===== config.mk =====
export PLATFORM = sky130hd
export DESIGN_NAME = seq_multiplier
export DESIGN_NICKNAME = d
export VERILOG_FILES = /design/src/rtl/seq_multiplier.sv
export SDC_FILE = /design/constraint.sdc
export NUM_CORES = 1
export LEC_CHECK = 0
export ABC_AREA = 1
export ABC_CLOCK_PERIOD_IN_PS = 4300
export BUFFER_PORTS_ARGS = -buffer_cell sky130_fd_sc_hd__buf_2
export CAP_MARGIN = 25
export CELL_PAD_IN_SITES_DETAIL_PLACEMENT = 2
export CELL_PAD_IN_SITES_GLOBAL_PLACEMENT = 2
export CORE_MARGIN = 2
export CORE_UTILIZATION = 34
export DETAILED_ROUTE_END_ITERATION = 8
export GPL_TIMING_DRIVEN = 0
export PLACE_DENSITY_LB_ADDON = 0.1
export SLEW_MARGIN = 20
export SYNTH_ARGS = -nofsm -noshare
export SYNTH_HDL_FRONTEND = slang
export SYNTH_SLANG_ARGS = --single-unit
export TNS_END_PERCENT = 1

===== constraint.sdc =====
create_clock -name clk -period 4.3 [get_ports clk]
set_input_delay 0.215 -clock clk [delete_from_list [all_inputs] [get_ports clk]]
set_output_delay 0.215 -clock clk [all_outputs]
set_load 0.02 [all_outputs]

===== src/rtl/seq_multiplier.sv =====
// Sequential unsigned shift-and-add multiplier: N x N -> 2N bits in N cycles.
// Operands are captured on an accepted start; a one-cycle done pulse marks completion.
module seq_multiplier #(
   parameter int unsigned N = 24
) (
   input  logic             clk,
   input  logic             rst,
   input  logic             start,
   input  logic [N-1:0]     multiplicand,
   input  logic [N-1:0]     multiplier,
   output logic             busy,
   output logic [2*N-1:0]   product,
   output logic             done
);

   localparam int unsigned CW = $clog2(N + 1);

   typedef enum logic [0:0] {StIdle, StBusy} state_e;

   state_e           state_q, state_d;
   logic [N-1:0]     hi_q, hi_d;
   logic [N-1:0]     lo_q, lo_d;
   logic [N-1:0]     a_q, a_d;
   logic [CW-1:0]    count_q, count_d;
   logic             busy_q, busy_d;
   logic             done_q, done_d;
   logic [2*N-1:0]   product_q, product_d;
   logic [N:0]       sum;

   // Extra top bit keeps the carry out of hi + a.
   assign sum = {1'b0, hi_q} + (lo_q[0] ? {1'b0, a_q} : '0);

   always_comb begin
      state_d   = state_q;
      hi_d      = hi_q;
      lo_d      = lo_q;
      a_d       = a_q;
      count_d   = count_q;
      busy_d    = busy_q;
      done_d    = 1'b0;
      product_d = product_q;
      unique case (state_q)
         StIdle: begin
            if (start) begin
               a_d     = multiplicand;
               lo_d    = multiplier;
               hi_d    = '0;
               count_d = CW'(N);
               busy_d  = 1'b1;
               state_d = StBusy;
            end
         end
         StBusy: begin
            hi_d    = sum[N:1];
            lo_d    = {sum[0], lo_q[N-1:1]};
            count_d = count_q - CW'(1);
            if (count_q == CW'(1)) begin
               product_d = {sum[N:1], sum[0], lo_q[N-1:1]};
               done_d    = 1'b1;
               busy_d    = 1'b0;
               state_d   = StIdle;
            end
         end
         default: state_d = StIdle;
      endcase
   end

   always_ff @(posedge clk) begin
      if (rst) begin
         state_q   <= StIdle;
         hi_q      <= '0;
         lo_q      <= '0;
         a_q       <= '0;
         count_q   <= '0;
         busy_q    <= 1'b0;
         done_q    <= 1'b0;
         product_q <= '0;
      end else begin
         state_q   <= state_d;
         hi_q      <= hi_d;
         lo_q      <= lo_d;
         a_q       <= a_d;
         count_q   <= count_d;
         busy_q    <= busy_d;
         done_q    <= done_d;
         product_q <= product_d;
      end
   end

   assign busy    = busy_q;
   assign done    = done_q;
   assign product = product_q;

endmodule


==> After elaboration in Yosys (flattened, before gate mapping) <==
Cells that the tools add are included.
{ "word_totals": {"reg_bits": 128, "out_inout_bits": 50, "inputBits": 51, "word_cells": 32} }
{ "op_classes": {"n_bitwise": 1, "n_addsub": 2, "n_mux": 14, "n_eq_ne": 3, "n_reduce_logical": 4} }
{ "op_table": {"columns": ["operator", "n"], "rows": [
  ["$pmux 24 s2", 2],
  ["$mux 24", 3],
  ["$add 24x24->25", 1],
  ["$pmux 5 s2", 1],
  ["$reduce_and 2->1", 3],
  ["$eq 5x1->1 const B", 1],
  ["$mux 1", 5],
  ["$mux 5", 1],
  ["$sub 5x1->5 const B", 1],
  ["$pmux 1 s2", 2],
  ["$ne 2x1->1 const B", 1],
  ["$ne 2x2->1 const B", 1],
  ["$reduce_or 2->1", 1],
  ["$not 1->1", 1]
]} }

==> Logic depth before layout (Yosys ltp) <==
{ "depth": {"ltp_word": 3, "depth_mapped": 17, "depth_no_buf": 16} }

==> Worst setup path before layout <==
Ideal clock, no wire load.
{ "synth_timing": {"kind": "register to register", "start": "reg lo_q[0]", "end": "reg hi_q[10]", "path_slack_ns": 2.163, "t_arrival_ns": 2.007, "period_less_slack_ns": 2.137, "setup_time_ns": 0.131, "n_path_buf": 2, "path_stages_with_launch": 15, "t_required_ns": 4.169, "cell_sequence": "dfxtp_1 > clkbuf_1 > clkbuf_1 > nand2_1 > inv_1 > ha_1 > nand2_2 > inv_2 > a21oi_2 > nand2_2 > nand2_1 > nand2_1 > or2_4 > nand3_2 > a21oi_2"} }
{ "synth_via": {"elab_chain_cells": 3} }
{ "synth_rtl": {"columns": ["item", "line_no", "text"], "rows": [
  ["start, declared", "22", "logic [N-1:0] lo_q, lo_d;"],
  ["start signal, assigned", "81", "lo_q <= lo_d;"],
  ["$mux 24", "31", "assign sum = {1'b0, hi_q} + (lo_q[0] ? {1'b0, a_q} : '0);"],
  ["$add 24x24->25", "31", null],
  ["$pmux 24 s2", "42", "unique case (state_q)"],
  ["end signal, assigned", "80", "hi_q <= hi_d;"],
  ["end, declared", "21", "logic [N-1:0] hi_q, hi_d;"]
]} }
Every way passes these cells.
A chain may end at the register's enable or synchronous reset.

==> Final worst setup path <==
{ "layout_timing": {"start": "reg lo_q[0]", "end": "reg product_q[32], in the netlist product[32]"} }
{ "layout_via": {"elab_chain_cells": 2} }
{ "layout_rtl": {"columns": ["item", "line_no", "text"], "rows": [
  ["$mux 24", "31", null],
  ["$add 24x24->25", "31", null],
  ["end signal, assigned", "86", "product_q <= product_d;"],
  ["end, declared", "27", "logic [2*N-1:0] product_q, product_d;"]
]} }
Every way passes these cells.

==> qor.txt <==
run status: finished, final reports clean
slowest cell on the critical path: clkbuf_1
post-synthesis to final-layout area growth: 22.67%
actual transition at the worst max-transition pin: 0.7576 ns
combined area of all synthesized cells: 6645 µm²
Root Driver: clkbuf_16
total routing resource utilization after global routing: 0.2496
fraction of synthesis flops using an asynchronous set or reset pin: 0
first-pass iteration count of the detailed router: 4
synthesized-area fraction occupied by ao, oa, aoi and oai cells: 0.09791
dpl hpwl: 18,140 µm
port bufs: 100
non-filler cells, final: 1,393
post-synthesis instance total: 995
TritonCTS clock tree: yes
DRC errors left: 0
post-route met1 wirelength: 10,480 µm
Adder-Cell Fraction of Synth Area: 0.05197
Post-synth EDFFs: 0
WL per Instance: 17.72 µm
hold-fix buffers at CTS: 0
post-synthesis mux area share: 0
Slew Limit Fails: 0
endpoint required time on the critical path: 4.61 ns
core footprint: 19,330 µm²
unrepaired setup endpoints after global routing: false
synthesized area per cell: 6.679 µm²
area share of and/or/nand/nor cells after synthesis: 0.3429
worst hold path type: in2reg
post-CTS setup repair buffer count: 0
routed wl met2: 13,070 µm
Hold Crit Depth: 3
Commonest cells post-synth: 352 x nand2_1, 147 x inv_1, 128 x dfxtp_1
Placed Cells: 1,360
final weighted congestion of routability-driven global placement: 0.8512
synthesized-area fraction occupied by xor and xnor cells: 0.009226
amount of wire on met3 after detailed routing: 817 µm
Worst R2R Start: lo_q[0]$_SDFFE_PP0P_
starting utilization of the core area: 0.3437
post-route clock period utilization: 0.6566
share of synthesized area occupied by flip-flops and latches: 0.3856
worst supply voltage drop on vdd: 0.2553 mV
crit path kind: reg2reg
post-detailed-route via-to-cell ratio: 4.823
Fin Setup TNS: 0 ns
first-pass GRT wire length: 39,090 µm
category of the worst setup path capture point: flop
via total after detailed routing: 6,719
total number of nets in the final design: 1,192
combinational family with the most area after synthesis: simple AND/OR/NAND/NOR gates
total count of hold-check failures in the final report: 0
Setup crit start kind: flop
Crit Reg-Reg Endpoint: product[32]$_SDFFE_PP0P_
Final setup viols: 0
clock insertion delay at the later pin of the skew report: 0.43 ns
post-synthesis sequential element count: 128
reg2reg setup slack: 1.48 ns
Die Footprint: 20,680 µm²
highest clock frequency the design can meet: 354.2 MHz
final worst path period need: 2.823 ns
most used flip-flop cell after synthesis: dfxtp_1
Core Rows: 51
clock-pin transition on the worst setup and hold timing paths: 0.06 ns
fill count: 2,396
DRC marker count from the first detailed-route iteration: 209
power density over the cells: 389.6 nW/µm²
total CTS buffers: 17
Die Y-Extent: 143.8 µm
cell type with the largest total area after synthesis: dfxtp_1
uppermost signal routing layer after detailed routing: met5
most area-consuming cells after synthesis: dfxtp_1 39%, nand2_1 20%, inv_1 8.3%, ha_1 4.9%, nor2_1 4.5%
critical path peak fanout: 10
Post-CTS Resized: 0
cell count of the worst reg-to-reg path: 14
top-count cell post-synth: nand2_1
count of boundary I/O pins: 101
fraction of layout instances using a drive strength above 1: 0.1739
residual overflow from global routing: 0
clock sink total: 128
relative slew slack: 0.4950
Critical Path AT: 3.14 ns
crit-path cells: clkbuf_1, clkbuf_1, nand2_1, inv_1, ha_1, nand2_2, inv_1, nand2_1, nand2_1, inv_1, nand3_2, or2_2, nand3_1, nand2_1
cell with the most instances on the worst path: nand2_1
H-tree lvl count: 4
max cap viols: 0
vias in the first global route: 7,293
largest stage delay on the critical path: 0.48 ns
routed wire length: 24,680 µm
number of different library cells in the post-synthesis netlist: 37
post-synth top area share: 0.3856
startpoint of the tightest hold check path: multiplicand[15]
LEAKAGE: 4.414 nW
count of antenna-violating nets left after detailed routing: 0
horizontal die dimension: 143.8 µm
largest net degree at the start of global routing: 17
number of buffers between clock root and the deepest sink: 2
Worst Clk Skew: 0.008812 ns
number of nets produced by synthesis: 1,073
total number of yosys warnings: 0
hold path endpoint: a_q[15]$_SDFFE_PP0P_
antenna violations before repair: 2
-- cells by family after synthesis --
kind of cell / count (synthesis)
simple gates: 538
buf+inv: 188
flops: 128
compound gates: 107
fa+ha+maj: 27
xor+xnor: 7
-- layer usage --
layer / up-vias / global-route usage
met5: - / 0
met4: 2 / 0.06037
met3: 19 / 0.05265
met2: 88 / 0.4732
met1: 3282 / 0.2834
li1: 3328 / -
-- area by class of cell --
type / instances / area (µm²) / area share
multi-input cells: 679 / 3336 / 0.4092
plain buffers: 37 / 180.2 / 0.02210
inverters: 151 / 566.8 / 0.06953
diodes: 1 / 2.502 / 0.0003070
repair buffers: 100 / 500.5 / 0.06140
clock buffers: 20 / 466.7 / 0.05725
flip-flops and latches: 128 / 2562 / 0.3144
well taps: 265 / 331.6 / 0.04068
clock inverters: 12 / 205.2 / 0.02517
-- power by group --
group,switching [mW],internal [mW]
Sequential,0.0247,1.23
Clock,0.591,1.08
Combinational,0.173,0.0807
Total,0.789,2.39
-- how the worst max path moves through the flow --
| stage | from | end | slack [ns] | cells past startpoint |
|---|---|---|---|---|
| 5_1_grt | lo_q[0]$_SDFFE_PP0P_ | hi_q[23]$_SDFFE_PP0P_ | 1.17 | 17 |
| 6_report | lo_q[0]$_SDFFE_PP0P_ | product[32]$_SDFFE_PP0P_ | 1.48 | 14 |
| 3_3_place_gp | lo_q[0]$_SDFFE_PP0P_ | hi_q[23]$_SDFFE_PP0P_ | 1.61 | 15 |
| 4_1_cts | lo_q[0]$_SDFFE_PP0P_ | product[32]$_SDFFE_PP0P_ | 1.44 | 14 |
| 2_1_floorplan | lo_q[0]$_SDFFE_PP0P_ | hi_q[10]$_SDFFE_PP0P_ | 2.16 | 14 |
| 3_5_place_dp | lo_q[0]$_SDFFE_PP0P_ | hi_q[23]$_SDFFE_PP0P_ | 1.53 | 15 |
-- flip-flops by register name (all words and copies together), names as in the netlist --
signal and count:
done 1, hi_q 24, a_q 24, product 48, busy 1, count_q 5
lo_q 24, state_q 1
-- layout by cell type (no fill, tap or decap), types with 2 or more instances in the layout --
cell type / count
nand2_1: 352
inv_1: 147
dfxtp_1: 128
buf_2: 115
nor2_1: 79
nand3_1: 57
o21ai_0: 40
a21oi_1: 34
ha_1: 26
clkbuf_16: 17
a22o_1: 13
clkbuf_1: 12
nand2_2: 10
o221ai_1: 8
nand3_2: 7
nand4_1: 6
xor2_1: 6
buf_4: 5
nor2_2: 5
a21oi_2: 5
nand3b_1: 5
bufinv_16: 5
buf_1: 4
inv_2: 4
or2_2: 4
nor2_4: 4
nor3_1: 3
a22oi_1: 3
clkbuf_8: 3
clkinv_4: 3
a31oi_1: 2
or2_4: 2
clkinvlp_4: 2
-- per-stage QoR --
step | setup slack (ns) | power (mW) | util | cell area [µm²] | hold WS [ns]
6_report | 1.477 | 3.176 | 0.4216 | 8152 | 0.03959
2_1_floorplan | 2.163 | 1.422 | - | 6645 | 0.3792
4_1_cts | 1.436 | 3.205 | 0.4215 | 8149 | 0.03787
3_5_place_dp | 1.530 | 1.529 | 0.3867 | 7477 | 0.4398
3_3_place_gp | 1.607 | 1.516 | 0.3867 | 7477 | 0.4268
5_1_grt | 1.173 | 3.288 | 0.4215 | 8149 | 0.05147
-- worst max-delay path, delay by kind of cell (launching register included) --
| kind | cells | cell delay [ns] |
|---|---|---|
| simple gates | 8 | 1.08 |
| buf+inv | 5 | 1.01 |
| flops | 1 | 0.31 |
| fa+ha+maj | 1 | 0.29 |
No activity file was read; power rests on OpenSTA's default activity.
